$ cat src/rtl/mem_resp_pipe.sv
// Fixed-latency memory read-response pipeline over a single-port word store.
// Reads travel a LATENCY-deep {valid, addr, data} shift pipeline; writes update storage directly.
module mem_resp_pipe #(
    parameter int LATENCY = 4,
    parameter int AW      = 8
) (
    input  logic        clk,
    input  logic        rst_n,
    input  logic        enable,
    input  logic        wr,
    input  logic [15:0] addr,
    input  logic [15:0] data_in,
    output logic [15:0] data_out,
    output logic        data_valid,
    output logic [15:0] resp_addr,
    output logic [3:0]  outstanding
);

    if (LATENCY < 2 || LATENCY > 8) begin : g_bad_latency
        $error("mem_resp_pipe: LATENCY must be in 2..8");
    end

    logic [15:0]         mem [2**AW];
    logic [AW-1:0]       word_idx;
    logic                rd_acc;
    logic                wr_acc;

    logic [LATENCY-1:0]  vld_q, vld_d;
    logic [15:0]         addr_q [LATENCY];
    logic [15:0]         addr_d [LATENCY];
    logic [15:0]         data_q [LATENCY];
    logic [15:0]         data_d [LATENCY];
    logic [3:0]          outstanding_q, outstanding_d;

    assign word_idx = addr[AW:1];
    assign rd_acc   = enable & ~wr;
    // Writes are gated by rst_n so storage ignores requests while held in reset.
    assign wr_acc   = enable & wr & rst_n;

    // Storage has no reset: its contents survive rst_n.
    always_ff @(posedge clk) begin
        if (wr_acc) begin
            mem[word_idx] <= data_in;
        end
    end

    // Empty slots carry zeros so the output stage is already 0 whenever data_valid is low.
    always_comb begin
        vld_d     = {vld_q[LATENCY-2:0], rd_acc};
        addr_d[0] = rd_acc ? (addr & 16'hFFFE) : 16'h0000;
        data_d[0] = rd_acc ? mem[word_idx]     : 16'h0000;
        for (int i = 1; i < LATENCY; i++) begin
            addr_d[i] = addr_q[i-1];
            data_d[i] = data_q[i-1];
        end
        outstanding_d = outstanding_q + {3'b000, rd_acc} - {3'b000, vld_q[LATENCY-1]};
    end

    always_ff @(posedge clk or negedge rst_n) begin
        if (!rst_n) begin
            vld_q         <= '0;
            outstanding_q <= 4'd0;
            for (int i = 0; i < LATENCY; i++) begin
                addr_q[i] <= 16'h0000;
                data_q[i] <= 16'h0000;
            end
        end else begin
            vld_q         <= vld_d;
            outstanding_q <= outstanding_d;
            for (int i = 0; i < LATENCY; i++) begin
                addr_q[i] <= addr_d[i];
                data_q[i] <= data_d[i];
            end
        end
    end

    assign data_valid  = vld_q[LATENCY-1];
    assign data_out    = data_q[LATENCY-1];
    assign resp_addr   = addr_q[LATENCY-1];
    assign outstanding = outstanding_q;

endmodule

$ cat config.mk
export PLATFORM = sky130hd
export DESIGN_NAME = mem_resp_pipe
export DESIGN_NICKNAME = d
export VERILOG_FILES = /design/src/rtl/mem_resp_pipe.sv
export SDC_FILE = /design/constraint.sdc
export NUM_CORES = 2
export LEC_CHECK = 0
export BUFFER_PORTS_ARGS = -buffer_cell sky130_fd_sc_hd__buf_2
export CAP_MARGIN = 30
export CORE_MARGIN = 3
export CORE_UTILIZATION = 50
export CTS_CLUSTER_DIAMETER = 80
export DETAILED_ROUTE_END_ITERATION = 10
export GPL_ROUTABILITY_DRIVEN = 0
export GPL_TIMING_DRIVEN = 0
export HOLD_SLACK_MARGIN = 0.03
export PLACE_DENSITY = 0.73
export SLEW_MARGIN = 0
export SYNTH_ARGS = -nofsm -noshare
export SYNTH_HDL_FRONTEND = slang
export SYNTH_SLANG_ARGS = --single-unit
$ cat constraint.sdc
create_clock -name clk -period 2 [get_ports clk]
set_input_delay 0.1 -clock clk [delete_from_list [all_inputs] [get_ports clk]]
set_output_delay 0.1 -clock clk [all_outputs]
set_load 0.02 [all_outputs]
==> impl_metrics.py <==
metrics = {
    "run_status": {
        "status": "finished with violations",
        "violations": "setup timing",
    },
    "logic_synthesis": {
        "ys.warnings.count": 0,
        "synth_top_family_by_area": "multiplexers",
        "synth_nets": 7698,
        "async_flop_share": 0.0312,
        "synth_compound_area_frac": 0.0363,
        "synth_cell_types": 58,
        "synthMuxAreaShare": 0.139,
        "yosys-top-cells-area": "edfxtp_1 (76%), mux4_2 (10%), mux2i_1 (3.4%), dfrtp_1 (2.1%), a22oi_1 (1.3%)",
        "seq_area_frac_synth": 0.785,
        "synth_most_common_cell": "edfxtp_1",
        "synth_area_um2": 161000,
        "synth_xor_area_frac": 0.000163,
        "yosys.area.top_type_share": 0.765,
        "ys_seq_elements": 4228,
        "syn_inst": 7657,
        "syn_area_per_cell_um2": 21.0,
        "synth_adder_area_share": 0.000436,
        "synthTopCellsByCount": "edfxtp_1 (4096), mux4_2 (734), mux2i_1 (544)",
        "yosys.area.top_type": "edfxtp_1",
        "synth_enable_flop_cells": 4096,
        "synth-main-ff-cell": "edfxtp_1",
        "yosys.area_share.simple": 0.0233,
    },
    "clock_network": {
        "clock_latency_ns": 0.98,
        "clkTransAtPathRegs_ns": 0.06,
        "cts_buffer_depth": 4,
        "cts_tree": "done",
        "cts_buffers": 409,
        "cts_sinks": 4228,
        "root_buffer": "clkbuf_16",
        "htree_levels": 5,
    },
    "setup_path": {
        "cp_slowest_cell": "o41ai_4",
        "cp-end-kind": "flop",
        "crit_chain": "mux4_2 -> a22o_1 -> a221oi_2 -> buf_4 -> nand4_1 -> o41ai_4 -> a21oi_1",
        "cp-start-kind": "flop",
        "r2r-start": "mem[46][8]$_DFFE_PP_",
        "path_class": "flop to flop",
        "crit_fanout": 1,
        "cp.arrival_ns": 3.88,
        "rrSetupSlack_ns": -1.07,
        "max_stage_delay_ns": 0.87,
        "r2r-end": "data_d[40]$_DFF_PN0_",
        "rr_worst_depth": 7,
        "worst_ep_required_time_ns": 2.81,
    },
    "finish": {
        "finish.utilization": 0.601,
        "layout.nets": 8666,
        "area_growth_syn_to_layout_pct": 19.2,
        "multi_input_area_um2": 35600,
        "regArea_um2": 126000,
        "final_layout_size_suffix_gt1_frac": 0.298,
        "fill_cells": 21195,
    },
    "global_routing": {
        "grt_pass1_vias": 86216,
        "grt_antenna_before_repair": 29,
        "grt_usage": 0.298,
        "grt_pass1_wl_mm": 684,
        "grt_remaining_overflow": 0,
        "grt_max_degree": 177,
    },
    "timing": {
        "rsz0062_at_grt": "yes",
        "worstMarginPinSlew_ns": 1.31,
        "drv_slew": 0,
        "finalHoldViolations": 0,
        "finalCritPeriodShare": 1.54,
        "fin_ws_ns": -1.07,
        "skew_ns": 0.0696,
        "fmax_mhz": 326,
        "min_period_ns": 3.07,
        "slew_headroom": 0.130,
        "setup_viol": 2347,
    },
    "min_path": {
        "hold_path_depth": 4,
        "min_from": "enable",
        "min_to": "addr_d[34]$_DFF_PN0_",
        "hold_class": "input port to flop",
    },
    "detailed_routing": {
        "antenna_left": 0,
        "routed_wl_mm": 506,
        "num_vias": 89301,
        "drc_errors": 0,
        "first_iter_violations": 16695,
        "dr.pass1.iters": 8,
        "viasPerCell": 6.73,
        "wire_per_inst_um": 38.1,
    },
    "placement": {
        "dp_hpwl_mm": 316,
        "port_buffers": 68,
        "dp_slack_ns": -3.50,
    },
    "power_and_ir_drop": {
        "ir_worst_vdd_uv": 825,
        "p_leak_nw": 61.9,
        "powerDensity_nw_per_um2": 964,
    },
    "die": {
        "fp.dieH_um": 573,
        "start_util": 0.504,
        "io_pins": 73,
        "die_w_um": 573,
        "fp-row-count": 207,
        "dieArea_um2": 329000,
        "core_region_area_um2": 319000,
    },
    "flow_run": {
        "drv_cap": 0,
    },
}
[flip-flops by register name (all words and copies together), names as in the netlist]
name,count
vld_q,4
mem,4096
data_out,16
resp_addr,15
data_d,48
addr_d,45
outstanding,4
[how the worst max path moves through the flow]
stage / startpoint / endpoint / slack, ns / cells after the start
6_report: mem[46][8]$_DFFE_PP_ / data_d[40]$_DFF_PN0_ / -1.07 / 7
5_1_grt: mem[46][8]$_DFFE_PP_ / data_d[40]$_DFF_PN0_ / -1.0 / 7
4_1_cts: mem[46][9]$_DFFE_PP_ / data_d[41]$_DFF_PN0_ / -0.79 / 6
3_5_place_dp: addr[2] / mem[186][11]$_DFFE_PP_ / -3.50 / 10
3_3_place_gp: rst_n / mem[189][11]$_DFFE_PP_ / -5.62 / 6
2_1_floorplan: addr[2] / mem[145][0]$_DFFE_PP_ / -0.58 / 9
[power breakdown]
| group | switching (mW) | total, mW | internal [mW] |
|---|---|---|---|
| Clock | 34.5 | 76.8 | 42.3 |
| Sequential | 0.106 | 97.4 | 97.3 |
| Combinational | 7.34 | 10.6 | 3.27 |
| Total | 41.9 | 185 | 143 |
[per-stage QoR]
| stage | area [um^2] | hold slack (ns) | std cells | TNS (ns) | power, mW |
|---|---|---|---|---|---|
| final | 192000 | 0.0245 | 13276 | -158.12 | 185 |
| after global routing | 192000 | 0.0635 | 13262 | -41.89 | 188 |
| after CTS | 190000 | 0.0434 | 13158 | -153.28 | 184 |
| after detailed placement | 171000 | 0.0614 | 12176 | - | 109 |
| after global placement | 168000 | 0.321 | 12009 | - | 108 |
| after floorplan | 162000 | -0.196 | 7657 | -1771.47 | 104 |
[area by class of cell]
class / count / area share
Sequential cell: 4228 / 0.659
Multi-Input combinational cell: 2958 / 0.186
Clock buffer: 513 / 0.0571
Timing Repair Buffer: 559 / 0.0404
Tap cell: 4284 / 0.0280
Buffer: 460 / 0.0178
Clock inverter: 247 / 0.0119
Inverter: 9 / 0.000307
Antenna cell: 18 / 0.000235
[critical path: cells and delay by family (launching register included)]
family	cells	cell delay [ns]
AOI/OAI and AO/OA	4	1.62
muxes	1	0.48
DFF	1	0.37
buffers and inverters	1	0.26
and+or+nand+nor	1	0.17
[cells in the final DEF (no fill, tap or decap), drive strengths merged, types with 16 or more instances in the layout]
cell / count
a2111oi: 16
a211oi: 36
a21oi: 129
a221oi: 18
a22o: 33
a22oi: 283
a32oi: 16
and2: 22
and3: 37
buf: 757
bufinv: 25
clkbuf: 738
clkinv: 197
dfrtp: 132
diode: 18
dlygate4sd3: 35
edfxtp: 4096
inv: 21
mux2: 35
mux2i: 544
mux4: 734
nand2: 160
nand3: 89
nand4: 82
nor2: 350
nor2b: 26
nor3: 36
o2111ai: 31
o211ai: 30
o21ai: 24
o22ai: 113
o41ai: 29
[logic make-up (layout without fill, tap and decap cells)]
kind of cell / count (synthesis) / after routing
other: 1 / 19
XOR/XNOR: 3 / 3
adder cells (fa/ha/maj): 5 / 5
flip-flops: 4228 / 4228
buffers and inverters: 471 / 1788
AND/OR/NAND/NOR: 818 / 818
AO/OA/AOI/OAI: 818 / 818
multiplexers: 1313 / 1313
[what timing repair did]
action                                  in CTS  in global routing
endpoints found under the hold margin     2611                  0
hold buffers                                37                  0
endpoints found under the setup margin    4112               2431
pin swaps                                  175                 87
buffers inserted                           186                 97
cloned                                       1                  2
resized for setup                          622                123
[routing by layer]
| layer | GRT usage | wire (um) | up-vias |
|---|---|---|---|
| met1 | 0.375 | 163000 | 45539 |
| met4 | 0.198 | 42200 | 26 |
| met2 | 0.430 | 221000 | 8012 |
| li1 | - | - | 33967 |
| met5 | 0.00232 | 269 | - |
| met3 | 0.118 | 80200 | 1757 |
Note: power is estimated with default switching activity, not from simulation.
